===== src/rtl/fs_fault_injector.sv =====
// Stuck-at fault injector for the full-subtractor inputs (A, B, Bin).
// Data path is combinational pass-through; only the injection window control is registered.
module fs_fault_injector #(
  parameter int DW = 8,
  parameter int CW = 4
) (
  input  logic          clk,
  input  logic          rst_n,
  input  logic          a_in,
  input  logic          b_in,
  input  logic          bin_in,
  output logic          a_out,
  output logic          b_out,
  output logic          bin_out,
  input  logic          cfg_valid,
  output logic          cfg_ready,
  input  logic [2:0]    cfg_mask,
  input  logic [2:0]    cfg_value,
  input  logic [DW-1:0] cfg_delay,
  input  logic [DW-1:0] cfg_duration,
  input  logic          clear,
  output logic          fault_active,
  output logic          done,
  output logic [CW-1:0] inj_count
);

  typedef enum logic [1:0] {IDLE, ARMED, ACTIVE} state_t;

  state_t        r_state;
  logic [DW-1:0] r_cnt;
  logic [DW-1:0] r_dur;
  logic [2:0]    r_mask;
  logic [2:0]    r_value;
  logic          r_done;
  logic [CW-1:0] r_inj_count;
  logic [2:0]    w_force;

  always_ff @(posedge clk or negedge rst_n) begin
    if (!rst_n) begin
      r_state     <= IDLE;
      r_cnt       <= '0;
      r_dur       <= '0;
      r_mask      <= '0;
      r_value     <= '0;
      r_done      <= 1'b0;
      r_inj_count <= '0;
    end else begin
      r_done <= 1'b0;
      if (clear) begin
        r_state <= IDLE;
      end else begin
        case (r_state)
          IDLE: if (cfg_valid) begin
            r_mask  <= cfg_mask;
            r_value <= cfg_value;
            r_dur   <= cfg_duration;
            r_cnt   <= cfg_delay;
            r_state <= (cfg_delay == '0) ? ACTIVE : ARMED;
          end
          ARMED: begin
            r_cnt <= r_cnt - DW'(1);
            if (r_cnt == DW'(1)) r_state <= ACTIVE;
          end
          ACTIVE: begin
            // r_dur == 0 means a permanent fault: only clear or reset ends it
            if (r_dur == DW'(1)) begin
              r_state <= IDLE;
              r_done  <= 1'b1;
              if (r_inj_count != '1) r_inj_count <= r_inj_count + CW'(1);
            end else if (r_dur != '0) begin
              r_dur <= r_dur - DW'(1);
            end
          end
          default: r_state <= IDLE;
        endcase
      end
    end
  end

  // Reset drops r_state asynchronously, so the force vanishes without a clock edge.
  assign w_force      = (r_state == ACTIVE) ? r_mask : 3'b000;
  assign a_out        = w_force[2] ? r_value[2] : a_in;
  assign b_out        = w_force[1] ? r_value[1] : b_in;
  assign bin_out      = w_force[0] ? r_value[0] : bin_in;
  assign fault_active = (r_state == ACTIVE);
  assign cfg_ready    = (r_state == IDLE);
  assign done         = r_done;
  assign inj_count    = r_inj_count;

endmodule


===== config.mk =====
export PLATFORM = sky130hd
export DESIGN_NAME = fs_fault_injector
export DESIGN_NICKNAME = d
export VERILOG_FILES = /design/src/rtl/fs_fault_injector.sv
export SDC_FILE = /design/constraint.sdc
export NUM_CORES = 1
export LEC_CHECK = 0
export BUFFER_PORTS_ARGS = -buffer_cell sky130_fd_sc_hd__clkbuf_2
export CAP_MARGIN = 20
export CELL_PAD_IN_SITES_DETAIL_PLACEMENT = 0
export CELL_PAD_IN_SITES_GLOBAL_PLACEMENT = 1
export CORE_UTILIZATION = 38
export DETAILED_ROUTE_END_ITERATION = 8
export HOLD_SLACK_MARGIN = 0.12
export MAX_ROUTING_LAYER = met4
export PLACE_DENSITY = 0.82
export REMOVE_ABC_BUFFERS = 1
export SLEW_MARGIN = 15
export SYNTH_ARGS = -nofsm -noshare
export SYNTH_HDL_FRONTEND = slang
export SYNTH_SLANG_ARGS = --single-unit

===== constraint.sdc =====
create_clock -name clk -period 6 [get_ports clk]
set_input_delay 0.6 -clock clk [delete_from_list [all_inputs] [get_ports clk]]
set_output_delay 0.6 -clock clk [all_outputs]
set_load 0.02 [all_outputs]

Word level (Yosys, flattened, before mapping)
Index checks and enable logic that the tools add are counted.
Storage, ports and cells
  register bits: 29
  input bits: 29
  logic and storage cells: 51
Operators by class
  $add $sub $neg: 3
  equality and inequality tests: 11
  multiplexer cells: 19
  bitwise operators: 1
  reduce and logical (&&, ||, !) cells: 10
Operator list (number)
  $mux W8: 4
  $pmux W8 S2: 2
  $eq A8 B1 Y1 const B: 2
  $sub A8 B1 Y8 const B: 2
  $mux W2: 5
  $reduce_and A3 Y1: 3
  $logic_not A8 Y1: 1
  $reduce_bool A8 Y1: 1
  $mux W1: 6
  $ne A3 B2 Y1 const B: 2
  $pmux W2 S3: 1
  $reduce_and A5 Y1: 1
  $add A4 B1 Y4 const B: 1
  $ne A2 B2 Y1 const B: 2
  $ne A4 B4 Y1 const B: 1
  $reduce_and A4 Y1: 1
  $reduce_bool A2 Y1: 2
  $mux W3: 1
  $ne A3 B3 Y1 const B: 1
  $eq A2 B1 Y1 const B: 1
  $eq A2 B2 Y1 const B: 1
  $logic_not A2 Y1: 1
  $ne A2 B1 Y1 const B: 1
  $not A1 Y1: 1

Longest topological paths before layout
  word-level depth: 5
  mapped depth: 7
  gate-level depth less buffers: 6

Worst setup path after synthesis
OpenSTA, ideal clock, no wires.
  path type: register to output
  start point: register r_state[0]
  end point: output a_out
  arrival time: 1.748 ns
  required time: 5.400 ns
  setup slack: 3.652 ns
  stages on the path, launching flop included: 7
  cells stage by stage: dfrtp_1 clkbuf_1 nand2b_1 inv_1 buf_1 nand2_1 mux2_2
On the way
  word-level cells in the longest chain between the ends: 3
RTL lines
  start: declaration: line 29  | state_t r_state;
  start signal: assignment: line 58  | r_state <= (cfg_delay == '0) ? ACTIVE : ARMED;
  $eq A2 B2 Y1
  named net fault_active: line 22  | output logic fault_active,
  $mux W3: line 81  | assign w_force = (r_state == ACTIVE) ? r_mask : 3'b000;
  $mux W1: line 82  | assign a_out = w_force[2] ? r_value[2] : a_in;
  end: declaration: line 12  | output logic a_out,
The timed path passes the listed nets, and every way through them passes these cells.

Worst setup path after layout
  start point: register r_state[0]
  end point: output a_out
On the way
  word-level cells in the longest chain between the ends: 3
RTL lines (line)
  $eq A2 B2 Y1: 81
  $mux W3: 81
  $mux W1: 82
Every way passes these cells.

==> reports/metrics.cfg <==
[drt]
drt-pass1-iter-count=4
vias_per_cell=5.50
detailedRoute.firstIterationViolations=101
remaining_drc_errors=0
drtAntennaViolNets=0
num_vias=1518
post_drt_wl_per_cell_um=14.2
finalWirelength_um=3920

[timing]
final_period_minus_worst_setup_slack_ns=2.95
drv_slew=0
slew-limit-headroom=0.484
achievable-frequency_mhz=339
layout_setup_ws_ns=3.05
worst-slew-pin-transition_ns=0.773
finalCritPeriodShare=0.492
timing.final.hold_violations=0
setup-violations-final=0
final.setup.tns_ns=0
timing.clock.skew_ns=0.00786
grt_setup_unrepaired=no
final_layout_worst_hold_slack_ns=0.372

[cells_and_area]
mostFrequentLayoutCells=38 x clkbuf_2, 29 x dfrtp_1, 16 x a21oi_1
final_cell_count_no_fill=276
area_growth_pct=17.4
layout_commonest_cell=clkbuf_2
stdcell_area_um2=2070
fin_util=0.468
n_antenna_cell=0
layout_cell_share_with_drive_strength_beyond_1=0.268
nNetsFinal=259

[global_route]
grt_max_degree=30
groute.usage.overall=0.175
number_of_global_route_vias_before_repair=1349
grt.overflow.total=0
antenna_violations_before_repair=0
grt_pass1_wl_um=6480

[setup_path]
critPathCaptureType=output pin
reg2reg_slack_ns=3.58
worst_setup_path_start_kind=flop
critPathSlowestCell=dfrtp_1
worst_path_largest_cell_delay_ns=0.53
crit_arrival_ns=2.35
critPathBufInv=2
timing.critical_path.cells=nand2b_1 > inv_1 > nand2_1 > mux2_2 > clkbuf_2
timing.critical_path.max_delay_family=simple AND/OR/NAND/NOR gates
timing.setup.critical_path_class=reg2out
critical_path_required_ns=5.40
critical_path_peak_fanout=15

[logic_synthesis]
synthesis.area_per_instance_um2=9.36
syn-instance-count=188
ys_warn_count=0
number_of_enable_flip_flop_cells_after_synthesis=0
yosysSeqAreaShare=0.412
synth-seq-cells=29
proportion_of_synthesized_flip_flops_having_asynchronous_set_or_reset=1.00
post_synth_num_cell_types=46
synthFlopType=dfrtp_1
synthesis.area_um2=1760

[cts]
cts_hold_repair.buffers=0
cts-resized-gates=0
clock_latency_ns=0.28
post_cts.repair.setup_buffers=0
cts_sinks=29
clock_buffer_count_from_cts=5
clockRootBuffer=clkbuf_8
maximum_level_of_the_cts_h_tree=2
clk_transition_reported_paths_ns=0.06
clock_tree_buf_depth=2
tritoncts=done

[placed_design]
io_buffer_count=38
finalWeightedCongestion=0.810
place_ws_ns=3.37
hpwlAfterDp_um=2770
dpl_cell_area_um2=1980
dpl.cell_count=269

[flow_run]
max-cap-violations=0

[power_and_ir_drop]
p_leak_nw=0.932
peakVddDrop_mv=0.162
power-per-cell-area_nw_per_um2=327
design_power_total_uw=676

[floorplan]
row_count=24
initial_core_util=0.399
total_die_area_um2=4910
fp.dieW_um=70.1
pin_count=39
design.core.area_um2=4410
die_h_um=70.1

[min_path]
hp-class=in2async

[outcome]
run_status=complete, no violations

## where the power goes
part	leakage [nW]	internal, mW	switching, mW
registers	0.354	0.250	0.0586
logic	0.534	0.0927	0.113
clock network	0.0443	0.0908	0.0709
## cells in the mapped netlist (6+ instances only)
| cell | count | share of area |
|---|---|---|
| a21oi_1 | 16 | 0.045 |
| inv_1 | 8 | 0.017 |
| mux2_2 | 10 | 0.064 |
| dfrtp_1 | 29 | 0.41 |
| ha_1 | 6 | 0.043 |
| o21ai_0 | 8 | 0.023 |
| nor3_1 | 6 | 0.017 |
| nand2_1 | 13 | 0.028 |
| nor2_1 | 14 | 0.030 |
| clkbuf_1 | 7 | 0.015 |
| nand3_1 | 6 | 0.017 |
## layer usage
metal  global-route usage  routed length [µm]  up-vias
met5                    -                   0        -
met4               0.0733                  73        0
met3               0.0462                 201        6
met2                0.233                1660       38
met1                0.250                1990      710
li1                     -                   -      764
## cell families (layout without fill, tap and decap cells)
logic type | Yosys count | in the layout | synth area share
xor+xnor | 3 | 3 | 0.0149
compound gates | 55 | 55 | 0.213
fa+ha+maj | 6 | 6 | 0.0426
mux | 11 | 11 | 0.0697
simple gates | 66 | 66 | 0.207
flops | 29 | 29 | 0.412
buf+inv | 18 | 54 | 0.0412
## registers in the layout (all words and copies together), names as in the netlist
name       flops
inj_count      4
r_state        2
done           1
r_cnt          8
r_dur          8
r_mask         3
r_value        3
## final timing paths
kind	startpoint	to	cells past startpoint
min in group clk	inj_count[3]$_DFFE_PN0P_	inj_count[3]$_DFFE_PN0P_	1
max reg2reg	r_state[0]$_DFFE_PN0P_	r_mask[1]$_DFFE_PN0P_	4
min	rst_n	r_dur[2]$_DFFE_PN0P_	1
min reg2reg	inj_count[3]$_DFFE_PN0P_	inj_count[3]$_DFFE_PN0P_	1
max in group asynchronous	rst_n	r_cnt[2]$_DFFE_PN0P_	1
max	r_state[0]$_DFFE_PN0P_	a_out	5
## final cells by class
class | count | area, µm²
Clock buffer | 7 | 86.3
Inverter | 8 | 30.0
Multi-Input combinational cell | 141 | 962
Tap cell | 52 | 65.1
Fill cell | 442 | 2350
Timing Repair Buffer | 39 | 198
Sequential cell | 29 | 726
Note: power is estimated with default switching activity, not from simulation.
